`src/rtl/tt_serial_sub_pkg.sv`:
```
// Shared types and pin map for the bit-serial subtractor tile.
package tt_serial_sub_pkg;

  // Controller states; encodings are fixed so they read the same in waveforms.
  typedef enum logic [1:0] {
    ST_IDLE  = 2'd0,
    ST_SHIFT = 2'd1,
    ST_DONE  = 2'd2
  } state_t;

  // uio_in strobe positions
  localparam int PIN_LOAD_A = 0;
  localparam int PIN_LOAD_B = 1;
  localparam int PIN_START  = 2;

  // uio_out status positions
  localparam int PIN_BUSY   = 4;
  localparam int PIN_DONE   = 5;
  localparam int PIN_BORROW = 6;
  localparam int PIN_ZERO   = 7;

  // Upper nibble of uio is always driven, lower nibble is always input.
  localparam logic [7:0] UIO_OE_MASK = 8'hF0;

endpackage

```
`src/rtl/tt_serial_fs_bit.sv`:
```
// One-bit full-subtractor cell with its own registered borrow.
module tt_serial_fs_bit (
  input  logic clk,
  input  logic rst_n,
  input  logic a,
  input  logic b,
  input  logic clear,
  input  logic enable,
  output logic d,
  output logic bw_next
);

  logic bw_reg;

  // Difference and borrow-out of a - b - borrow_in.
  always_comb begin
    d       = a ^ b ^ bw_reg;
    bw_next = (~a & b) | (~(a ^ b) & bw_reg);
  end

  // Borrow chain flop: cleared when a new operation launches, else follows bw_next.
  always_ff @(posedge clk or negedge rst_n) begin
    if (!rst_n) begin
      bw_reg <= 1'b0;
    end else if (enable) begin
      if (clear) begin
        bw_reg <= 1'b0;
      end else begin
        bw_reg <= bw_next;
      end
    end
  end

endmodule

```
`src/rtl/tt_um_serial_sub.sv`:
```
// Bit-serial 8-bit subtractor: D = A - B, LSB first, one bit per enabled clock.
module tt_um_serial_sub
  import tt_serial_sub_pkg::*;
#(
  parameter int WIDTH = 8,
  parameter int CNT_W = 3
) (
  input  logic       clk,
  input  logic       rst_n,
  input  logic       ena,
  input  logic [7:0] ui_in,
  input  logic [7:0] uio_in,
  output logic [7:0] uo_out,
  output logic [7:0] uio_out,
  output logic [7:0] uio_oe
);

  state_t state_reg, state_next;

  logic [WIDTH-1:0] a_reg, b_reg;
  logic [WIDTH-1:0] sh_a_reg, sh_b_reg, sh_d_reg;
  logic [WIDTH-1:0] result_reg;
  logic [CNT_W-1:0] cnt_reg;
  logic             start_q_reg;
  logic             borrow_reg;
  logic             zero_reg;

  logic             load_a, load_b, start_in, start_pulse;
  logic             load_ok, start_op, last_bit;
  logic             d_bit, bw_next;
  logic [WIDTH-1:0] a_src, b_src, d_shifted;
  logic             unused_ok;

  assign load_a      = uio_in[PIN_LOAD_A];
  assign load_b      = uio_in[PIN_LOAD_B];
  assign start_in    = uio_in[PIN_START];
  assign start_pulse = start_in & ~start_q_reg;
  assign last_bit    = (cnt_reg == CNT_W'(WIDTH - 1));
  assign unused_ok   = &{1'b0, uio_in[7:3]};

  // A load in the same cycle as a start must reach the shift registers,
  // so the launch path takes the bus value directly.
  assign a_src     = (load_ok & load_a) ? ui_in : a_reg;
  assign b_src     = (load_ok & load_b) ? ui_in : b_reg;
  assign d_shifted = {d_bit, sh_d_reg[WIDTH-1:1]};

  tt_serial_fs_bit u_fs (
    .clk     (clk),
    .rst_n   (rst_n),
    .a       (sh_a_reg[0]),
    .b       (sh_b_reg[0]),
    .clear   (start_op),
    .enable  (ena & (start_op | (state_reg == ST_SHIFT))),
    .d       (d_bit),
    .bw_next (bw_next)
  );

  // Next-state and control decode.
  always_comb begin
    state_next = state_reg;
    load_ok    = 1'b0;
    start_op   = 1'b0;
    case (state_reg)
      ST_IDLE: begin
        load_ok = 1'b1;
        if (start_pulse) begin
          start_op   = 1'b1;
          state_next = ST_SHIFT;
        end
      end
      ST_SHIFT: begin
        if (last_bit) begin
          state_next = ST_DONE;
        end
      end
      ST_DONE: begin
        load_ok = 1'b1;
        if (start_pulse) begin
          start_op   = 1'b1;
          state_next = ST_SHIFT;
        end else if (load_a | load_b) begin
          state_next = ST_IDLE;
        end
      end
      default: state_next = ST_IDLE;
    endcase
  end

  // State register, frozen while the tile is disabled.
  always_ff @(posedge clk or negedge rst_n) begin
    if (!rst_n) begin
      state_reg <= ST_IDLE;
    end else if (ena) begin
      state_reg <= state_next;
    end
  end

  // Operand capture, serial datapath and result latch.
  always_ff @(posedge clk or negedge rst_n) begin
    if (!rst_n) begin
      start_q_reg <= 1'b0;
      a_reg       <= '0;
      b_reg       <= '0;
      sh_a_reg    <= '0;
      sh_b_reg    <= '0;
      sh_d_reg    <= '0;
      cnt_reg     <= '0;
      result_reg  <= '0;
      borrow_reg  <= 1'b0;
      zero_reg    <= 1'b0;
    end else if (ena) begin
      start_q_reg <= start_in;
      if (load_ok & load_a) begin
        a_reg <= ui_in;
      end
      if (load_ok & load_b) begin
        b_reg <= ui_in;
      end
      if (start_op) begin
        sh_a_reg <= a_src;
        sh_b_reg <= b_src;
        sh_d_reg <= '0;
        cnt_reg  <= '0;
      end else if (state_reg == ST_SHIFT) begin
        sh_a_reg <= sh_a_reg >> 1;
        sh_b_reg <= sh_b_reg >> 1;
        sh_d_reg <= d_shifted;
        cnt_reg  <= cnt_reg + 1'b1;
        if (last_bit) begin
          result_reg <= d_shifted;
          borrow_reg <= bw_next;
          zero_reg   <= (d_shifted == '0);
        end
      end
    end
  end

  // Output pin assembly.
  always_comb begin
    uo_out              = result_reg;
    uio_out             = 8'h00;
    uio_out[PIN_BUSY]   = (state_reg == ST_SHIFT);
    uio_out[PIN_DONE]   = (state_reg == ST_DONE);
    uio_out[PIN_BORROW] = borrow_reg;
    uio_out[PIN_ZERO]   = zero_reg;
    uio_oe              = UIO_OE_MASK;
  end

endmodule

```
`config.mk`:
```
export PLATFORM = sky130hd
export DESIGN_NAME = tt_um_serial_sub
export DESIGN_NICKNAME = d
export VERILOG_FILES = /design/src/rtl/tt_serial_sub_pkg.sv /design/src/rtl/tt_serial_fs_bit.sv /design/src/rtl/tt_um_serial_sub.sv
export SDC_FILE = /design/constraint.sdc
export NUM_CORES = 1
export LEC_CHECK = 0
export BUFFER_PORTS_ARGS = -buffer_cell sky130_fd_sc_hd__buf_2
export CAP_MARGIN = 15
export CELL_PAD_IN_SITES_DETAIL_PLACEMENT = 0
export CELL_PAD_IN_SITES_GLOBAL_PLACEMENT = 2
export CORE_ASPECT_RATIO = 0.8
export CORE_MARGIN = 2
export CORE_UTILIZATION = 37
export DETAILED_ROUTE_END_ITERATION = 8
export PLACE_DENSITY = 0.75
export SETUP_SLACK_MARGIN = 0.5
export SYNTH_ARGS = -nofsm -noshare
export SYNTH_HDL_FRONTEND = slang
export SYNTH_HIERARCHICAL = 1
export SYNTH_SLANG_ARGS = --single-unit
```
`constraint.sdc`:
```
create_clock -name clk -period 2 [get_ports clk]
set_clock_uncertainty 0.15 [all_clocks]
set_input_delay 0.4 -clock clk [delete_from_list [all_inputs] [get_ports clk]]
set_output_delay 0.4 -clock clk [all_outputs]
set_load 0.005 [all_outputs]
```
==> results of run 1 <==
## kinds of logic (layout without fill, tap and decap cells)
logic type,after synthesis,in the layout,synth area share [%]
buf+inv,31,57,7.93
mux,41,41,17.2
compound gates,31,31,10.8
fa+ha+maj,3,3,1.75
flops,56,56,54.5
other cells,2,12,0.292
simple gates,38,38,7.59
## synth_stat cells, types with 3 or more instances
| cell type | count |
|---|---|
| dfrtp_1 | 56 |
| mux2_2 | 25 |
| nor2_1 | 17 |
| mux2i_1 | 16 |
| buf_4 | 15 |
| a221o_1 | 14 |
| a22o_1 | 9 |
| buf_2 | 7 |
| nand2_1 | 7 |
| nand2b_1 | 5 |
| buf_6 | 3 |
| inv_1 | 3 |
| nor2b_1 | 3 |
## power by group
part           leakage (nW)  switching [W]  internal, W
sequential            0.714       0.000318      0.00159
clock                0.0479       0.000370     0.000245
combinational         0.756       0.000595     0.000914
## layer usage
| metal | up-vias | track usage [%] | share of wire [%] |
|---|---|---|---|
| met3 | 8 | 3.21 | 3.7 |
| met5 | - | 0 | 0 |
| met2 | 31 | 21.5 | 43 |
| met1 | 786 | 18.3 | 51 |
| met4 | 0 | 5.42 | 1.6 |
| li1 | 767 | - | - |
## area by class of cell
cell class	instances	area [um^2]	area share [%]
Clock inverter	3	18.8	0.609
Sequential cell	56	1400	45.5
Multi-Input combinational cell	125	1120	36.4
Clock buffer	5	68.8	2.23
Timing Repair Buffer	45	347	11.2
Tap cell	87	109	3.53
Inverter	4	15.0	0.487
## metrics by stage
stage | utilization (%) | setup WS (ns)
after floorplan | - | 0.295
final | 45.2 | 0.377
after detailed placement | 40.8 | 0.243
after CTS | 43.9 | 0.374
after global routing | 45.2 | 0.310
after global placement | 40.8 | 0.261
## worst max-delay path: stages, from the launching register on
cell and delay [ns]:
dfrtp_2 0.48, nor2b_1 0.15, buf_2 0.13
## how the worst max path moves through the flow
stage / from / endpoint / slack, ns / depth (start not counted)
global placement: ena / b_reg[3] / 0.26 / 4
finish: state_reg[0] / uio_out[4] / 0.38 / 2
detailed placement: ena / b_reg[3] / 0.24 / 4
CTS: state_reg[0] / uio_out[5] / 0.37 / 2
floorplan: state_reg[0] / sh_a_reg[1] / 0.29 / 7
global route: state_reg[1] / uio_out[5] / 0.31 / 2
## repair_timing
action                     4_1_cts  5_1_grt
buffers inserted                 7        1
hold buffers                     1        0
hold endpoints to repair        56        0
gates resized for setup         16       13
pin swaps                        3        4
setup endpoints to repair       42       46
gates cloned                     0        1
==> results.toml, run 1 <==
[run_status]
status = "finished, final reports clean"

[timing]
setup_violations = 0
rsz0062_at_grt = "yes"
hold_slack_ns = 0.206
tns_ns = 0
hold_viol = 0
drv_slew = 0
timing.final.crit_share_pct = 81.2
timing.fmax_mhz = 616
fin_crit_ns = 1.62

[finish]
nNetsFinal = 259
diodes = 0
final_cell_mix = "55 x dfrtp_1, 25 x buf_2, 17 x nor2_1"
synthToLayoutAreaGrowth_pct = 19.8
stdcell_area_um2 = 3080
drive_gt1_share_pct = 39.5
final_common_cell = "dfrtp_1"
fillers = 641
instances_no_fill = 325

[critical_path]
cp.required_ns = 1.45
crit_type = "flip-flop to primary output"
cp.arrival_ns = 1.07
cp_max_fo = 7
r2r_cells = 5
reg2reg_to = "uo_out[0]"
startpoint_type = "flip-flop"
endpoint_kind = "primary output"
rr_startpoint = "cnt_reg[0]"
r2r_setup_slack_ns = 0.40

[logic_synthesis]
ys_types = 29
synth_area_leader_cell = "dfrtp_1"
netlist_area_um2 = 2570
synthFlopType = "dfrtp_1"
async_flop_share_pct = 100
ys_ff_latch = 56
synth-seq-area-share_pct = 54.5
yosys-top-cells-area = "dfrtp_1 54%, mux2_2 11%, mux2i_1 6.2%, a221o_1 5.4%, buf_4 4.4%"
synth_top_area_share_pct = 54.5
syn_avg_cell_area_um2 = 12.7
syn_inst = 202
synth_edf_count = 0
ys_warn_count = 6

[die]
design.core.area_um2 = 6820
start_util_pct = 37.7
ioPinCount = 43
die_h_um = 78.6
die-area_um2 = 7640
fp.dieW_um = 97.2
row_count = 27

[global_route]
antenna_found_initial = 0
grt_pass1_wl_um = 8070
grtUsageTotal_pct = 13.6
grt-ovfl-total = 0
grt_max_degree = 57
grt_pass1_vias = 1588

[drt]
wl_per_cell_um = 15.4
drc = 0
firstDrtPassIters = 4
postRouteWirelength_um = 5010
first_iter_violations = 58
vias_per_cell = 4.90
ant_nets = 0
vias = 1592

[placed_design]
place_area_um2 = 2790
numPlacedInstances = 307
dp_hpwl_um = 3160
port-buffer-count = 25
routabilityCongestion = 0.695

[power]
peakVddDrop_mv = 0.430
fin_total_pwr_w = 0.00404
power.density_nw_per_um2 = 1310
p_leak_nw = 1.52

[cts]
cts_tree = "built"
cts_buffers = 5
worst_skew_pair.late_latency_ns = 0.32
cts.path.max_buffers = 2
clkSinkCount = 56
htreeDepth = 2
cts-root-buf = "clkbuf_8"
clk_pin_slew_worst_paths_ns = 0.11

[worst_hold_path]
min_path_type = "primary input to flip-flop"
min_delay_path_depth = 2
min-delay-start = "ui_in[4]"
whs_endpoint = "b_reg[4]"

[run]
maxCapViolCount = 0
(Power assumes the default switching activity.)
==> inputs of run 2 (changes only) <==
- clock period: 2 -> 1.52 ns (I/O delays scaled with it)
==> run 2 against run 1 <==
- the run now ends with negative setup slack left
- global-route usage down 0.15 points
- combinational power is 54% higher
- design area rose by 5.9%
- via count is 4.3% higher
- sequential share of layout area shrank 2.6 points
- critical path type is now flip-flop to flip-flop
- largest cell class unchanged
==> results.toml, run 2 (synthesis gave the netlist of run 1 again) <==
[timing]
fin_crit_ns = 1.61
hold_viol = 0
drv_slew = 0
hold_slack_ns = 0.124
setup_violations = 30
timing.final.crit_share_pct = 106
worst_slack_ns = -0.0879
timing.fmax_mhz = 622
rsz0062_at_grt = "yes"

[placed_design]
routabilityCongestion = 0.698
dp_hpwl_um = 3230
port-buffer-count = 25
pre_cts_ws_ns = -0.0952

[cts]
clkSinkCount = 56
cts-root-buf = "clkbuf_8"
clk_pin_slew_worst_paths_ns = 0.09
cts.path.max_buffers = 2
cts_buffers = 5
cts_tree = "built"
worst_skew_pair.late_latency_ns = 0.30
htreeDepth = 2

[global_route]
grt_pass1_vias = 1651
antenna_found_initial = 0
use_met3_pct = 2.94
grtUsageTotal_pct = 13.5
grt_max_degree = 31
grt_pass1_wl_um = 8160
grtUsageMet2_pct = 20.6
grtUsageMet1_pct = 19.4
busiest_layer = "met2"
grt-ovfl-total = 0

[finish]
diodes = 0
synthToLayoutAreaGrowth_pct = 26.8
fillers = 652
nNetsFinal = 276
drive_gt1_share_pct = 45.9
final_common_cell = "dfrtp_1"
final_cell_mix = "56 x dfrtp_1, 25 x buf_2, 22 x buf_4"

[critical_path]
crit_family = "flip-flops"
critPathBufInv = 1
crit_type = "flip-flop to flip-flop"
startpoint_type = "flip-flop"
cp_max_fo = 12
slowest_delay_ns = 0.40
endpoint_kind = "flip-flop"
crit_slowest_cell = "dfrtp_1"
cp_cell_sequence = "ha_2 -> ha_4 -> nand4b_1 -> buf_12 -> mux2_4"
cp.arrival_ns = 1.65
cp.required_ns = 1.56

[power]
peakVddDrop_mv = 0.670
power.switching_w = 0.00170
fin_total_pwr_w = 0.00563
power_switching_share_pct = 30.3
internal_power_w = 0.00393
p_seq_share_pct = 44.0
p_leak_nw = 1.63
clock_power_share_pct = 14.7
power.density_nw_per_um2 = 1720
combPwrFrac_pct = 41.2

[worst_hold_path]
min_path_type = "primary input to flip-flop"

[drt]
drc = 0
ant_nets = 0
firstDrtPassIters = 4
postRouteWirelength_um = 4950
vias_per_cell = 4.86
first_iter_violations = 53
vias = 1661
wl_per_cell_um = 14.5

[run_status]
violations = "negative setup slack"
status = "complete, but fails checks"

[run]
maxCapViolCount = 0

[die]
die-area_um2 = 7640
design.core.area_um2 = 6820
row_count = 27
ioPinCount = 43
start_util_pct = 37.7
die_h_um = 78.6
fp.dieW_um = 97.2
## run 2: cell count changes in the layout (fill, tap and decap cells not counted), sizes merged
cell	delta
clkbuf	+1
clkinvlp	+1
buf	+18
clkinv	-3
## run 2: path summary, 6_finish.rpt
kind	endpoint	slack (ns)	startpoint	depth (start not counted)
worst max register to register	borrow_reg	-0.09	cnt_reg[0]	5
worst min-delay path	a_reg[3]	0.12	ui_in[3]	2
worst min register to register	zero_reg	0.34	zero_reg	2
worst max-delay path	borrow_reg	-0.09	cnt_reg[0]	5
max in group asynchronous	cnt_reg[1]	0.58	rst_n	3
min in group asynchronous	b_reg[7]	0.40	rst_n	3
## run 2: routing by layer
layer / up-vias / part of all wire, %
met3: 2 / 2.8
met2: 24 / 46
met5: - / 0
met1: 835 / 51
li1: 800 / -
met4: 0 / 0.51
## run 2: power groups by stage
stage,sequential [W],combinational [W],clock [W]
2_1_floorplan,0.00240,0.00132,0
3_3_place_gp,0.00248,0.00176,0
3_5_place_dp,0.00249,0.00179,0
4_1_cts,0.00247,0.00219,0.000855
5_1_grt,0.00256,0.00254,0.000914
6_report,0.00248,0.00232,0.000828
## run 2: repair_timing
action,CTS,global route
resized for setup,31,11
setup endpoints to repair,67,123
buffers inserted,11,5
hold buffers,1,0
pin swaps,6,5
cloned,0,0
endpoints found under the hold margin,56,0
## run 2: final cells by class
cell class	instances	area, um^2	area share, %
Clock inverter	1	7.51	0.230
Sequential cell	56	1400	42.9
Tap cell	87	109	3.34
Timing Repair Buffer	62	475	14.6
Multi-Input combinational cell	125	1170	35.8
Clock buffer	7	86.3	2.65
Inverter	4	15.0	0.460
## run 2: per-stage QoR
step,utilization (%),instances,instance area (um^2),setup TNS [ns]
after CTS,46.6,337,3180,-1.38
after detailed placement,42.0,317,2860,-0.846
after global routing,47.8,342,3260,-4.03
final,47.8,342,3260,-1.25
after global placement,42.0,317,2860,-0.656
after floorplan,-,212,2670,-3.64
==> inputs of run 3 (changes only) <==
- CORE_UTILIZATION: 37 -> 34
- PLACE_DENSITY: 0.75 -> 0.72
- clock period: 1.52 -> 1.36 ns (I/O delays scaled with it)
==> run 3 against run 2 <==
- the flow finishes with violations (negative hold slack, negative setup slack)
- setup slack got worse by 0.18 ns
- critical endpoint is now uo_out[4]
- critical path type unchanged
- hold slack lost 0.34 ns
- routed wire length grew 2.9%
- largest cell class unchanged
- utilization decreased by 2.9 points
==> results.toml, run 3 (synthesis gave the netlist of run 1 again) <==
[critical_path]
cp_max_fo = 12
crit_slowest_cell = "dfrtp_1"
endpoint_kind = "flip-flop"
crit_family = "flip-flops"
startpoint_type = "flip-flop"
crit_type = "flip-flop to flip-flop"
critPathBufInv = 1
slowest_delay_ns = 0.40
cp.arrival_ns = 1.67
cp_cell_sequence = "ha_2 -> ha_4 -> nand4b_1 -> buf_12 -> mux2_4"
cp.required_ns = 1.40

[power]
power.density_nw_per_um2 = 1940
p_seq_share_pct = 43.3
p_leak_nw = 1.66
power_switching_share_pct = 30.0
internal_power_w = 0.00450
peakVddDrop_mv = 0.784
clock_power_share_pct = 16.6
power.switching_w = 0.00193
combPwrFrac_pct = 40.1
fin_total_pwr_w = 0.00643

[cts]
cts-root-buf = "clkbuf_8"
worst_skew_pair.late_latency_ns = 0.31
clk_pin_slew_worst_paths_ns = 0.09
htreeDepth = 2
cts_tree = "built"
cts.path.max_buffers = 2
clkSinkCount = 56
cts_buffers = 5

[drt]
drc = 0
first_iter_violations = 72
postRouteWirelength_um = 5090
wl_per_cell_um = 14.8
firstDrtPassIters = 4
vias_per_cell = 5.04
vias = 1730
ant_nets = 0

[placed_design]
port-buffer-count = 25
routabilityCongestion = 0.701
pre_cts_ws_ns = -0.244
dp_hpwl_um = 3280

[timing]
drv_slew = 0
hold_viol = 56
setup_violations = 56
rsz0062_at_grt = "yes"
timing.final.crit_share_pct = 120
fin_crit_ns = 1.63
worst_slack_ns = -0.270
timing.fmax_mhz = 614
hold_slack_ns = -0.218

[global_route]
grtUsageMet2_pct = 20.1
antenna_found_initial = 0
grtUsageTotal_pct = 13.5
grt_pass1_wl_um = 8670
use_met3_pct = 3.23
grt_max_degree = 57
grt_pass1_vias = 1746
grt-ovfl-total = 0
busiest_layer = "met2"
grtUsageMet1_pct = 19.7

[die]
ioPinCount = 43
row_count = 28
die-area_um2 = 8280
die_h_um = 81.8
fp.dieW_um = 101
design.core.area_um2 = 7360
start_util_pct = 35.0

[worst_hold_path]
min_path_type = "primary input to async pin"

[finish]
diodes = 0
nNetsFinal = 274
fin_util_pct = 44.9
final_cell_mix = "55 x dfrtp_1, 25 x buf_2, 23 x buf_4"
final_common_cell = "dfrtp_1"
synthToLayoutAreaGrowth_pct = 28.6
drive_gt1_share_pct = 45.8

[run_status]
violations = "negative hold slack, negative setup slack"
status = "complete, but fails checks"

[run]
maxCapViolCount = 0
## run 3: timing repair
action | CTS | global route
pin swaps | 4 | 6
setup buffers | 7 | 4
cloned | 1 | 0
hold endpoints to repair | 56 | 56
setup endpoints to repair | 68 | 68
resized for setup | 32 | 6
## run 3: through the flow
stage | instances | setup TNS, ns | cell area (um^2)
3_3_place_gp | 323 | -7.94 | 2930
2_1_floorplan | 212 | -9.41 | 2680
6_report | 343 | -9.36 | 3310
3_5_place_dp | 323 | -8.17 | 2930
5_1_grt | 343 | -12.29 | 3310
4_1_cts | 339 | -8.84 | 3260
## run 3: power by group through the flow
stage	combinational [W]	sequential, W	clock [W]
6_report	0.00258	0.00278	0.00107
5_1_grt	0.00282	0.00287	0.00118
4_1_cts	0.00249	0.00277	0.00110
3_5_place_dp	0.00205	0.00278	0
3_3_place_gp	0.00202	0.00277	0
2_1_floorplan	0.00149	0.00269	0
## run 3: worst reg2reg max path, cell delays in order, from the launching register on
cell and delay, ns:
dfrtp_1 0.40, ha_2 0.21, ha_4 0.16, nand4b_1 0.13
buf_12 0.17, mux2_4 0.31
## run 3: worst paths after layout
kind | start | to | slack [ns] | depth (start not counted)
worst min-delay path | rst_n | cnt_reg[1] | -0.22 | 2
worst max-delay path | cnt_reg[1] | uo_out[4] | -0.27 | 5
min in group clk | ui_in[6] | a_reg[6] | 0.08 | 2
worst min register to register | zero_reg | zero_reg | 0.33 | 2
worst max register to register | cnt_reg[1] | uo_out[4] | -0.27 | 5
max in group asynchronous | rst_n | state_reg[0] | 0.97 | 2
## run 3: final cells by class
cell class,count,area (um^2)
multi-input cells,125,1180
repair buffers,60,490
well taps,90,113
inverters,4,17.5
clock inverters,2,35.0
clock buffers,6,72.6
fillers,692,4050
flip-flops and latches,56,1400
## run 3: routing by layer
layer | wire (um) | up-vias
li1 | - | 799
met1 | 2590 | 895
met2 | 2290 | 32
met3 | 170 | 4
met4 | 40 | 0
met5 | 0 | -
